<file path="src/rtl/fx3_sched_pkg.sv">
// Shared types and defaults for the FX3 slave-FIFO write scheduler.
// Imported by the arbiter and the scheduler top.
package fx3_sched_pkg;

  typedef enum logic [2:0] {
    IDLE,
    ADDR,
    WRITE,
    PEND,
    DONE
  } state_e;

  localparam logic THREAD0 = 1'b0;
  localparam logic THREAD1 = 1'b1;

  localparam int BURST_DEF   = 4096;
  localparam int TIMEOUT_DEF = 64;

endpackage

</file>
<file path="src/rtl/fx3_rr_arb.sv">
// Two-way round-robin arbiter, combinational only.
// ptr_i names the source that wins a tie.
module fx3_rr_arb
  import fx3_sched_pkg::*;
(
  input  logic [1:0] elig_i,
  input  logic       ptr_i,
  output logic [1:0] gnt_o
);

  always_comb begin
    gnt_o = 2'b00;
    unique case (1'b1)
      (elig_i == 2'b11): gnt_o = (ptr_i == THREAD1) ? 2'b10 : 2'b01;
      (elig_i == 2'b01): gnt_o = 2'b01;
      (elig_i == 2'b10): gnt_o = 2'b10;
      default:           gnt_o = 2'b00;
    endcase
  end

endmodule

</file>
<file path="src/rtl/fx3_write_scheduler.sv">
// Burst scheduler of two 32-bit sources onto the FX3 slave-FIFO write port.
// Grants whole DMA buffers round-robin; stalls commit a short packet.
module fx3_write_scheduler
  import fx3_sched_pkg::*;
#(
  parameter int BURST   = BURST_DEF,
  parameter int TIMEOUT = TIMEOUT_DEF
) (
  input  logic        PCLK,
  input  logic        RESET_n,
  input  logic        SRC0_Valid,
  input  logic        SRC1_Valid,
  input  logic [31:0] SRC0_Data,
  input  logic [31:0] SRC1_Data,
  output logic        SRC0_Ready,
  output logic        SRC1_Ready,
  input  logic        DMA0_Ready,
  input  logic        DMA1_Ready,
  output logic        SelectDMA,
  output logic [31:0] DQ,
  output logic        WR_n,
  output logic        PKTEND_n,
  output logic        Busy
);

  localparam int WCW = $clog2(BURST + 1);
  localparam int SCW = $clog2(TIMEOUT + 1);

  state_e           state_q, state_d;
  logic             sel_q, sel_d;
  logic             ptr_q, ptr_d;
  logic [WCW-1:0]   wcnt_q, wcnt_d;
  logic [SCW-1:0]   scnt_q, scnt_d;
  logic [31:0]      dq_q;
  logic             wr_n_q;
  logic             pkt_n_q;
  logic [1:0]       elig;
  logic [1:0]       gnt;
  logic             accept;
  logic [31:0]      wdata;

  assign elig = {SRC1_Valid & DMA1_Ready, SRC0_Valid & DMA0_Ready};

  fx3_rr_arb u_arb (
    .elig_i (elig),
    .ptr_i  (ptr_q),
    .gnt_o  (gnt)
  );

  // Ready depends on registered state only
  assign SRC0_Ready = (state_q == WRITE) && (sel_q == THREAD0);
  assign SRC1_Ready = (state_q == WRITE) && (sel_q == THREAD1);

  assign accept = (SRC0_Valid & SRC0_Ready) | (SRC1_Valid & SRC1_Ready);
  assign wdata  = (sel_q == THREAD1) ? SRC1_Data : SRC0_Data;

  always_comb begin
    state_d = state_q;
    sel_d   = sel_q;
    ptr_d   = ptr_q;
    wcnt_d  = wcnt_q;
    scnt_d  = scnt_q;
    unique case (state_q)
      IDLE: begin
        if (|gnt) begin
          sel_d   = gnt[1] ? THREAD1 : THREAD0;
          state_d = ADDR;
        end
      end
      ADDR: state_d = WRITE;
      WRITE: begin
        if (accept) begin
          wcnt_d = wcnt_q + WCW'(1);
          scnt_d = '0;
          if (wcnt_d == WCW'(BURST)) state_d = DONE;
        end else begin
          scnt_d = scnt_q + SCW'(1);
          if (scnt_d == SCW'(TIMEOUT)) state_d = PEND;
        end
      end
      PEND: state_d = DONE;
      DONE: begin
        ptr_d   = ~sel_q;
        wcnt_d  = '0;
        scnt_d  = '0;
        state_d = IDLE;
      end
      default: state_d = IDLE;
    endcase
  end

  always_ff @(posedge PCLK or negedge RESET_n) begin
    if (!RESET_n) begin
      state_q <= IDLE;
      sel_q   <= THREAD0;
      ptr_q   <= THREAD0;
      wcnt_q  <= '0;
      scnt_q  <= '0;
      dq_q    <= '0;
      wr_n_q  <= 1'b1;
      pkt_n_q <= 1'b1;
    end else begin
      state_q <= state_d;
      sel_q   <= sel_d;
      ptr_q   <= ptr_d;
      wcnt_q  <= wcnt_d;
      scnt_q  <= scnt_d;
      if (accept) dq_q <= wdata;
      wr_n_q  <= ~accept;
      pkt_n_q <= ~(state_q == PEND);
    end
  end

  assign SelectDMA = sel_q;
  assign DQ        = dq_q;
  assign WR_n      = wr_n_q;
  assign PKTEND_n  = pkt_n_q;
  assign Busy      = (state_q != IDLE);

endmodule
</file>
<file path="config.mk">
export PLATFORM = sky130hd
export DESIGN_NAME = fx3_write_scheduler
export DESIGN_NICKNAME = d
export VERILOG_FILES = /design/src/rtl/fx3_sched_pkg.sv /design/src/rtl/fx3_rr_arb.sv /design/src/rtl/fx3_write_scheduler.sv
export SDC_FILE = /design/constraint.sdc
export NUM_CORES = 1
export LEC_CHECK = 0
export CAP_MARGIN = 30
export CORE_ASPECT_RATIO = 0.6
export CORE_MARGIN = 2
export CORE_UTILIZATION = 47
export CTS_BUF_LIST = sky130_fd_sc_hd__clkbuf_4 sky130_fd_sc_hd__clkbuf_8
export CTS_CLUSTER_DIAMETER = 50
export DETAILED_ROUTE_END_ITERATION = 8
export PLACE_DENSITY_LB_ADDON = 0.08
export SYNTH_ARGS = -nofsm -noshare
export SYNTH_HDL_FRONTEND = slang
export SYNTH_SLANG_ARGS = --single-unit
export TNS_END_PERCENT = 20
</file>
<file path="constraint.sdc">
create_clock -name PCLK -period 2.8 [get_ports PCLK]
set_input_delay 0.56 -clock PCLK [delete_from_list [all_inputs] [get_ports PCLK]]
set_output_delay 0.56 -clock PCLK [all_outputs]
set_load 0.01 [all_outputs]
</file>
==> results.md <==
- Total gr overflow: 0
- Worst Max-Slew Pin Slew: 655 ps
- # Max-Cap Violations: 0
- N_diodes: 0
- Slew Viols, Final: 0
- Initial antenna violation count: 0
- Clk buf depth: 2
- Commonest non-fill, non-tap cells in the layout: clkdlybuf4s50_1, o21ai_0, dfrtp_1
- Async set-reset flop share out of synthesis: 100%
- H-Tree Depth: 3
- Main synth FF type: dfrtp_1
- Worst path cell trace: or3b_1, nor2_1, clkdlybuf4s50_1
- Die X: 109 µm
- Vias in the first global route: 2589
- Clk slew on worst S/H paths: 70 ps
- Post-CTS Hold Fix Bufs: 0
- Die height: 67.3 µm
- First-pass GRT wire length: 12.7 mm
- Initial detailed-routing violation count: 145
- Nets: 508
- Crit. End Element: primary output
- Pwr/cell area: 959 nW/µm²
- Total power draw: 4340 µW
- Post-CTS Resized: 0
- Post-route DRC: 0
- Number of synthesized flops with an enable pin: 0
- Number of buffers and inverters on the critical path: 1
- TritonRoute pass-1 iters: 4
- Slowest-stage cell, CP: or3b_1
- Top Family by Delay on Critical Path: simple AND/OR/NAND/NOR gates
- WP data required: 2240 ps
- Wire per inst: 15.4 µm
- Via Count: 2825
- Seq. cell area: 1480 µm²
- Seq cells post-synth: 59
- Port-buffer cells: 107
- Final-report setup violation count: 0
- Root buffer cell: clkbuf_8
- Vias per cell: 5.40
- Final wirelength: 8.04 mm
- Slew HR: 55.8%
- Largest net degree at the start of global routing: 57
- Status: completed
- Synth Instances: 330
- Fin Setup TNS: 0 ps
- Ys Warns: 0
- Tmin final: 2570 ps
- Placement Rows: 22
- Post-Route Skew: 8.27 ps
- Hold WC Path Type: in2async
- Final period util: 91.9%
- Clock Latency Late Sink: 330 ps
- Fmax achieved: 389 MHz
- Multi-input logic area: 1530 µm²
- Die area: 7360 µm²
- Crit Path Category: reg2out
- Gpl congestion: 0.882
- Ports: 108
- Number of clock sinks: 59
- Synthesized area per cell: 9.50 µm²
- Layout cells sized above 1: 9.11%
- Starting Density: 50.0%
- Distinct cell type count after synthesis: 55
- Largest stage delay, worst path: 550 ps
- ANT nets after route: 0
- Lkg Pwr: 0.00196 µW
- Final hold vios: 0
- Layout area overhead: 44.2%
- Commonest non-fill, non-tap cell in the layout: clkdlybuf4s50_1
- HPWL Detailed: 6.06 mm
- Total CTS buffers: 9
- Crit Path Max Fanout: 7
- Worst Path Arrival: 2010 ps
- Mapped cell area: 3140 µm²
- Core ar.: 6280 µm²
- CTS tree: done
- Post-CTS Repair Setup Buffers: 0
- Sequential share of the synthesized area: 47.2%
- RSZ-0062 raised after global routing: no
- Peak supply drop: 0.000488 V
- CP Launch Type: flop
- Total Routing Usage GR: 22.6%
- Mapped Nets: 404
- Fillers: 477
==> routing by layer <==
layer	up-vias	GRT usage [%]	wire [µm]
li1	1392	-	-
met1	1322	31.3	3540
met2	107	35.9	3670
met3	4	7.43	806
met4	0	2.85	27
met5	-	0	0
==> metrics by stage <==
stage          worst slack, ps  util, %  cells  cell area, µm²  hold slack, ps
6_report                   227     72.0    523            4520             254
5_1_grt                    181     72.0    523            4520             288
4_1_cts                    226     72.0    523            4520             263
3_5_place_dp               236     67.9    507            4260             472
3_3_place_gp               348     67.9    507            4260             460
2_1_floorplan              685        -    330            3140             264
==> power by group <==
| part | switching (µW) | internal, µW | total [µW] |
|---|---|---|---|
| combinational | 959 | 959 | 1920 |
| sequential | 251 | 1180 | 1430 |
| clock | 330 | 663 | 993 |
==> kinds of logic (layout without fill, tap and decap cells) <==
kind of cell    after synthesis  in the layout  synth area share (%)
compound gates               92             92                  17.2
xor+xnor                      3              3                 0.838
fa+ha+maj                     4              4                  1.60
buf+inv                      24            133                  4.03
flops                        59             59                  47.2
mux                          37             37                  11.9
simple gates                111            111                  17.2
==> synth_stat cells (2+ instances only) <==
cell type	instances	area, µm²
xor2_1	2	17.5
and2_1	2	12.5
buf_6	3	33.8
mux2_2	2	22.5
a31oi_1	6	37.5
nor4_1	2	12.5
inv_1	2	7.51
buf_4	2	15.0
clkbuf_1	12	45.0
o31ai_1	4	30.0
a211oi_1	4	30.0
ha_1	4	50.1
buf_2	3	15.0
nand3_1	8	40.0
nand2_1	50	188
nor2_1	22	82.6
a21oi_1	5	25.0
o22ai_1	2	12.5
mux2i_1	35	350
nand4_1	4	25.0
dfstp_2	2	52.6
nor3_1	3	15.0
dfrtp_1	57	1430
nand3b_1	2	15.0
or3_2	2	15.0
o21ai_0	57	285
and3_1	4	25.0
o21ai_1	2	10.0
==> final timing paths <==
| check | start | to | slack [ps] | depth (start not counted) |
|---|---|---|---|---|
| min in group PCLK | DQ[28]$_DFFE_PN0P_ | DQ[28]$_DFFE_PN0P_ | 480 | 2 |
| worst max register to register | wcnt_q[0]$_DFFE_PN0P_ | state_q[1]$_DFFE_PN0P_ | 350 | 6 |
| max in group asynchronous | RESET_n | PKTEND_n$_DFF_PN1_ | 1890 | 2 |
| worst min-delay path | RESET_n | wcnt_q[0]$_DFFE_PN0P_ | 250 | 1 |
| worst min register to register | DQ[28]$_DFFE_PN0P_ | DQ[28]$_DFFE_PN0P_ | 480 | 2 |
| worst max-delay path | state_q[0]$_DFFE_PN0P_ | SRC0_Ready | 230 | 3 |
==> layout make-up <==
class	count	share of cell area, %
Clock buffer	12	3.65
Clock inverter	4	2.10
Inverter	3	0.304
Multi-Input combinational cell	247	33.9
Sequential cell	59	32.7
Tap cell	84	2.32
Timing Repair Buffer	114	25.0
==> flip-flops by register name, summed over array words and instances (netlist names) <==
register   cells
wcnt_q        13
scnt_q         7
DQ            32
SelectDMA      1
ptr_q          1
WR_n           1
state_q        3
PKTEND_n       1
(Power assumes the default switching activity.)
